==> config.mk <==
export PLATFORM = sky130hd
export DESIGN_NAME = matmul_host_link
export DESIGN_NICKNAME = d
export VERILOG_FILES = /design/src/rtl/matmul_host_link.sv
export SDC_FILE = /design/constraint.sdc
export NUM_CORES = 1
export LEC_CHECK = 0
export CAP_MARGIN = 20
export CORE_UTILIZATION = 60
export DETAILED_ROUTE_END_ITERATION = 8
export HOLD_SLACK_MARGIN = 0.1
export PLACE_DENSITY_LB_ADDON = 0.1
export SLEW_MARGIN = 20
export SYNTH_ARGS = -nofsm -noshare
export SYNTH_HDL_FRONTEND = slang
export SYNTH_SLANG_ARGS = --single-unit
==> constraint.sdc <==
create_clock -name clk -period 10.4 [get_ports clk]
set_input_delay 1.04 -clock clk [delete_from_list [all_inputs] [get_ports clk]]
set_output_delay 1.04 -clock clk [all_outputs]
set_load 0.1 [all_outputs]
==> src/rtl/matmul_host_link.sv <==
// rtl/matmul_host_link.sv - host-side operand buffer, load sequencer and result capture
// for the matrix-multiply datapath.
module matmul_host_link #(
   parameter int N_IN      = 12,
   parameter int IN_W      = 8,
   parameter int N_OUT     = 9,
   parameter int OUT_W     = 16,
   parameter int OUT_DELAY = 14
) (
   input  logic             clk,
   input  logic             reset,
   input  logic             wr_en,
   input  logic [3:0]       wr_addr,
   input  logic [IN_W-1:0]  wr_data,
   input  logic             start,
   input  logic [3:0]       rd_addr,
   output logic [OUT_W-1:0] rd_data,
   output logic             cf_load,
   output logic [IN_W-1:0]  din,
   output logic             din_vld,
   input  logic [OUT_W-1:0] dout,
   output logic             busy,
   output logic             done,
   output logic             wr_err
);

   typedef enum logic [2:0] {IDLE, REQ, STREAM, WAIT, CAPT, DONE} state_t;

   localparam logic [3:0] N_IN_L    = 4'(N_IN);
   localparam logic [3:0] N_OUT_L   = 4'(N_OUT);
   localparam logic [3:0] IN_LAST   = 4'(N_IN - 1);
   localparam logic [3:0] OUT_LAST  = 4'(N_OUT - 1);
   localparam logic [5:0] WAIT_LAST = (OUT_DELAY == 0) ? 6'd0 : 6'(OUT_DELAY - 1);

   state_t           state;
   logic [3:0]       k_cnt;
   logic [3:0]       j_cnt;
   logic [5:0]       w_cnt;
   logic [IN_W-1:0]  op  [N_IN];
   logic [OUT_W-1:0] res [N_OUT];

   always_ff @(posedge clk or posedge reset) begin
      if (reset) begin
         state   <= IDLE;
         cf_load <= 1'b0;
         din     <= '0;
         din_vld <= 1'b0;
         busy    <= 1'b0;
         done    <= 1'b0;
         wr_err  <= 1'b0;
         k_cnt   <= '0;
         j_cnt   <= '0;
         w_cnt   <= '0;
         for (int i = 0; i < N_IN; i++) op[i] <= '0;
         for (int i = 0; i < N_OUT; i++) res[i] <= '0;
      end else begin
         // Writes are only accepted in IDLE and only to a valid operand slot.
         wr_err <= wr_en && (state != IDLE || wr_addr >= N_IN_L);
         case (state)
            IDLE: begin
               if (wr_en && wr_addr < N_IN_L) op[wr_addr] <= wr_data;
               if (start) begin
                  state   <= REQ;
                  cf_load <= 1'b1;
                  busy    <= 1'b1;
               end
            end
            REQ: begin
               cf_load <= 1'b0;
               din     <= op[0];
               din_vld <= 1'b1;
               k_cnt   <= '0;
               state   <= STREAM;
            end
            STREAM: begin
               if (k_cnt == IN_LAST) begin
                  din     <= '0;
                  din_vld <= 1'b0;
                  w_cnt   <= '0;
                  j_cnt   <= '0;
                  state   <= (OUT_DELAY == 0) ? CAPT : WAIT;
               end else begin
                  k_cnt <= k_cnt + 4'd1;
                  din   <= op[k_cnt + 4'd1];
               end
            end
            WAIT: begin
               if (w_cnt == WAIT_LAST) begin
                  j_cnt <= '0;
                  state <= CAPT;
               end else begin
                  w_cnt <= w_cnt + 6'd1;
               end
            end
            CAPT: begin
               res[j_cnt] <= dout;
               if (j_cnt == OUT_LAST) begin
                  busy  <= 1'b0;
                  done  <= 1'b1;
                  state <= DONE;
               end else begin
                  j_cnt <= j_cnt + 4'd1;
               end
            end
            DONE: begin
               done  <= 1'b0;
               state <= IDLE;
            end
            default: state <= IDLE;
         endcase
      end
   end

   always_comb begin
      rd_data = '0;
      if (rd_addr < N_OUT_L) rd_data = res[rd_addr];
   end

endmodule

## Word-level counts from Yosys, hierarchy flattened

Index checks and enable logic that the tools add are counted.

| operators by class | value |
|---|---|
| $add $sub $neg | 3 |
| magnitude comparators | 9 |
| eq/ne operators | 15 |
| muxes and demuxes | 37 |
| bitwise gates (word level) | 4 |
| reductions and logical operators | 22 |

Operator list:

| kind | count |
|---|---|
| 144-bit bitwise mux | 1 |
| 96-bit bitwise mux | 1 |
| 16-bit binary-select mux with 4-bit select | 1 |
| 16-bit demux with 4-bit select | 1 |
| 16-bit two-way mux | 4 |
| 8-bit binary-select mux with 4-bit select | 1 |
| 8-bit demux with 4-bit select | 1 |
| 8-bit two-way mux | 4 |
| 5-bit >= comparator, second input constant | 4 |
| 4-bit inverter with 5-bit output | 4 |
| 4-bit two-way mux | 4 |
| 8-bit one-hot mux with 2 select lines | 1 |
| 3-bit one-hot mux with 5 select lines | 1 |
| 2-bit != test, second input constant | 7 |
| 3-bit two-way mux | 4 |
| 6-bit two-way mux | 2 |
| 4-bit one-hot mux with 3 select lines | 1 |
| 6-bit one-hot mux with 2 select lines | 1 |
| 5-bit by 1-bit less-than comparator with 1-bit output, second input constant | 2 |
| 2-bit AND reduction | 5 |
| 2-bit nonzero test | 5 |
| 4-bit by 1-bit adder with 4-bit output, second input constant | 2 |
| 4-bit == test, second input constant | 2 |
| 4-bit less-than comparator, second input constant | 2 |
| other kinds (15) | 29 |

| storage, ports and cells | value |
|---|---|
| register bits | 270 |
| bits of input ports | 36 |
| output and inout bits | 29 |
| logic and storage cells | 121 |

## Longest topological paths before layout

| logic depth | value |
|---|---|
| depth after elaboration | 7 |
| depth in mapped cells | 7 |
| gate-level depth less buffers | 6 |

## Worst setup path after synthesis

No wires, ideal clock.

| timing | value |
|---|---|
| path type | input-to-output |
| start | input rd_addr[2] |
| end | output rd_data[12] |
| data arrival time | 4.126 ns |
| required time | 9.360 ns |
| slack | 5.234 ns |
| cell stages on the path | 4 |
| path buffers | 2 |
| cells stage by stage | clkbuf_1 -> buf_1 -> mux2i_1 -> o21ai_0 |

| on the way | value |
|---|---|
| cells in the longest elaborated chain, start to end | 5 |
| elaborated cells on any way between the ends | 6 |
| those cells by class | 1 x order compare; 4 x mux; 1 x bitwise |

RTL lines:

| item | RTL line | text |
|---|---|---|
| start, declared | 16 | `input logic [3:0] rd_addr,` |
| 4-bit inverter with 5-bit output (implied by the code) | 116 | `if (rd_addr < N_OUT_L) rd_data = res[rd_addr];` |
| 16-bit binary-select mux with 4-bit select | 116 |  |
| 16-bit two-way mux (implied by the code) (2 in a row) | 116 |  |
| 16-bit two-way mux (*) | 116 |  |
| end, declared | 17 | `output logic [OUT_W-1:0] rd_data,` |

Every way passes the cells marked *; elsewhere a longest branch is shown, timed or not. The select of a mux whose other input is x is not followed.

## Worst setup path after layout

| timing | value |
|---|---|
| start | input rd_addr[3] |
| end | output rd_data[10] |

Same word-level chain as after synthesis.

==> flow_summary.yaml <==
clock_tree:
  clock-sinks: 270
  numCtsBuffers: 28
  cts_hold_buffers: 0
  root_buffer: "clkbuf_16"
  post_cts_buffers: 0
  cts_buffer_depth: 3
  clk_latency_ns: 0.54
  path_clk_slew_ns: 0.06
  cts_tree: "built"
  cts-resized-gates: 0
  htreeDepth: 1
pwr:
  p_comb_share_pct: 30.0
  power_density_mw_per_mm2: 237.0
  switchingPower_uw: 1156
  leakagePower_uw: 0.006182
  swShare_pct: 33.98
  report.power.total_uw: 3403
  pwr-share-seq_pct: 39.4
  peakVddDrop_v: 0.0002651
  p_int_uw: 2247
  p_clk_share_pct: 30.6
timing:
  drv_slew: 0
  finalCritPeriodShare_pct: 50.09
  whs_ns: 0.4948
  hold_viol: 0
  min_period_ns: 5.209
  fin_skew_ns: 0.01181
  setup_tns_ns: 0
  max_freq_ghz: 0.1920
  max_slew_margin_pct: 26.92
  rsz0062_at_grt: "no"
  setup_viol_count_final: 0
  worst_slew_pin_slew_ns: 1.094
final_layout:
  final_cell_mix: "dfrtp_1 (270), mux2_2 (245), clkdlybuf4s50_1 (63), mux4_2 (56)"
  mostFrequentLayoutCell: "dfrtp_1"
  fin_nets: 950
  fin_area_mm2: 0.01436
  syn2layout_area_growth_pct: 14.69
  stdcell_count: 1199
  drive_gt1_share_pct: 39.94
  n_antenna_cell: 0
global_routing:
  first_global_vias: 8251
  grt_use_total_pct: 26.75
  antenna_found_initial: 0
  grt_pass1_wl_um: 44880
  grt_max_degree: 105
  grt_overflow: 0
route:
  routed_wl_um: 27300
  drtIter0Drc: 492
  vias: 7650
  drt_pass1_iterations: 5
  drc_errors: 0
  vias_per_cell: 6.380
  ant_nets: 0
  wire_per_inst_um: 22.77
yosys:
  avgSynthCellArea_um2: 14.64
  yosysSeqAreaShare_pct: 53.97
  async_reset_ff_share_pct: 100.0
  syn-num-nets: 898
  ys_types: 53
  synth_edf_count: 0
  ys.flop_type: "dfrtp_1"
  synth-seq-cells: 270
  syn_area_mm2: 0.01252
  yosysWarnings: 0
  synthCells: 855
floorplan:
  start_util_pct: 61.48
  dieArea_mm2: 0.02145
  rows: 52
  die_w_um: 146.5
  core-area_mm2: 0.02036
  die-height_um: 146.5
  io_pins: 65
critical_path:
  cp-end-kind: "output pin"
  critPathLaunchType: "input port"
  critPathBufInv: 3
  r2r_slack_ns: 7.14
  critPathRequiredTime_ns: 9.36
  path_max_fanout: 17
  critical_path_arrival_ns: 4.17
  path_class: "in -> out"
  path_common_cell: "clkdlybuf4s50_1"
  crit_family: "buffers and inverters"
  cp_slowest_cell: "clkdlybuf4s50_1"
  crit_chain: "clkdlybuf4s50_1, nor4b_2, buf_4, nand2_1, o21ai_0, clkdlybuf4s50_1"
  max_stage_delay_ns: 1.19
hold_path:
  hold_path.class: "reg -> reg"
place:
  port_buffers: 64
  dp_cells: 1147
  placed_cell_area_mm2: 0.01336
  gp_congestion: 0.7967
  dp_hpwl_um: 17460
run_status:
  outcome: "finished clean"
run:
  cap_viol_max_count: 0
worst min-delay path, cell delays in order, from the launching register on:
cell and delay (ns):
dfrtp_1 0.35, nand2_1 0.05, o21ai_0 0.06
layer usage:
metal | up-vias | track usage (%) | routed length, um
met5 | - | 0 | 0
met2 | 211 | 47.62 | 14470
met1 | 4070 | 34.29 | 10990
met3 | 52 | 3.500 | 1188
met4 | 0 | 7.969 | 648
li1 | 3317 | - | -
through the flow:
stage | worst slack, ns | utilization [%]
global placement | 5.249 | 65.59
CTS | 5.178 | 70.45
global route | 5.031 | 70.51
detailed placement | 5.190 | 65.61
finish | 5.191 | 70.51
floorplan | 1.921 | -
area by class of cell:
class / count / area (um2)
flip-flops and latches: 270 / 6756
well taps: 270 / 337.8
repair buffers: 73 / 710.7
multi-input cells: 527 / 5533
clock buffers: 45 / 895.9
clock inverters: 7 / 91.34
fillers: 1334 / 6006
inverters: 7 / 33.78
flip-flops by register name, indices dropped and copies added (netlist names):
name and flops:
busy 1, cf_load 1, din 8, din_vld 1
done 1, j_cnt 4, k_cnt 4, op 96
res 144, state 3, w_cnt 6, wr_err 1
final timing paths:
check,from,end,depth (start not counted)
worst max-delay path,rd_addr[3],rd_data[10],6
worst min-delay path,din_vld$_DFFE_PP0P_,din_vld$_DFFE_PP0P_,2
worst max register to register,state[2]$_DFFE_PP0P_,op[36]$_DFFE_PP0P_,4
worst min register to register,din_vld$_DFFE_PP0P_,din_vld$_DFFE_PP0P_,2
max in group asynchronous,reset,op[85]$_DFFE_PP0P_,3
min in group asynchronous,reset,res[59]$_DFFE_PP0P_,2
power groups by stage:
stage	Sequential, uW	Clock, uW	Combinational [uW]
after floorplan	1450	0	660
after global placement	1340	0	988
after detailed placement	1350	0	1020
after CTS	1340	1060	1030
after global routing	1360	1100	1090
final	1340	1040	1020
cell families after synthesis:
kind of cell    Yosys count  share of synthesized area, %
mux                     327                         34.23
flops                   270                         53.97
simple gates            103                         4.717
compound gates           88                         4.307
buf+inv                  58                         1.939
fa+ha+maj                 7                        0.6995
xor+xnor                  2                        0.1399
synth_stat cells, types with 2 or more instances:
master,number,area [um2]
a21oi_1,11,55.05
buf_2,11,55.05
clkbuf_1,37,138.9
dfrtp_1,270,6756
ha_1,7,87.58
inv_1,7,26.28
mux2_1,4,45.04
mux2_2,245,2759
mux2i_1,22,220.2
mux4_2,56,1261
nand2_1,36,135.1
nand2b_1,3,18.77
nand3_1,16,80.08
nand3b_1,2,15.01
nand4_1,2,12.51
nor2_1,7,26.28
nor2b_1,6,37.54
nor3_1,5,25.02
nor3b_1,3,22.52
nor3b_4,2,37.54
nor4_1,2,12.51
nor4b_1,4,35.03
o211ai_1,10,75.07
o21a_1,10,75.07
o21ai_0,36,180.2
o21bai_1,2,15.01
o22ai_1,8,50.05
o2bb2ai_1,2,17.52
o31ai_1,3,22.52
o41ai_1,2,17.52
xor2_1,2,17.52
Power figures use the tool's default switching activity.
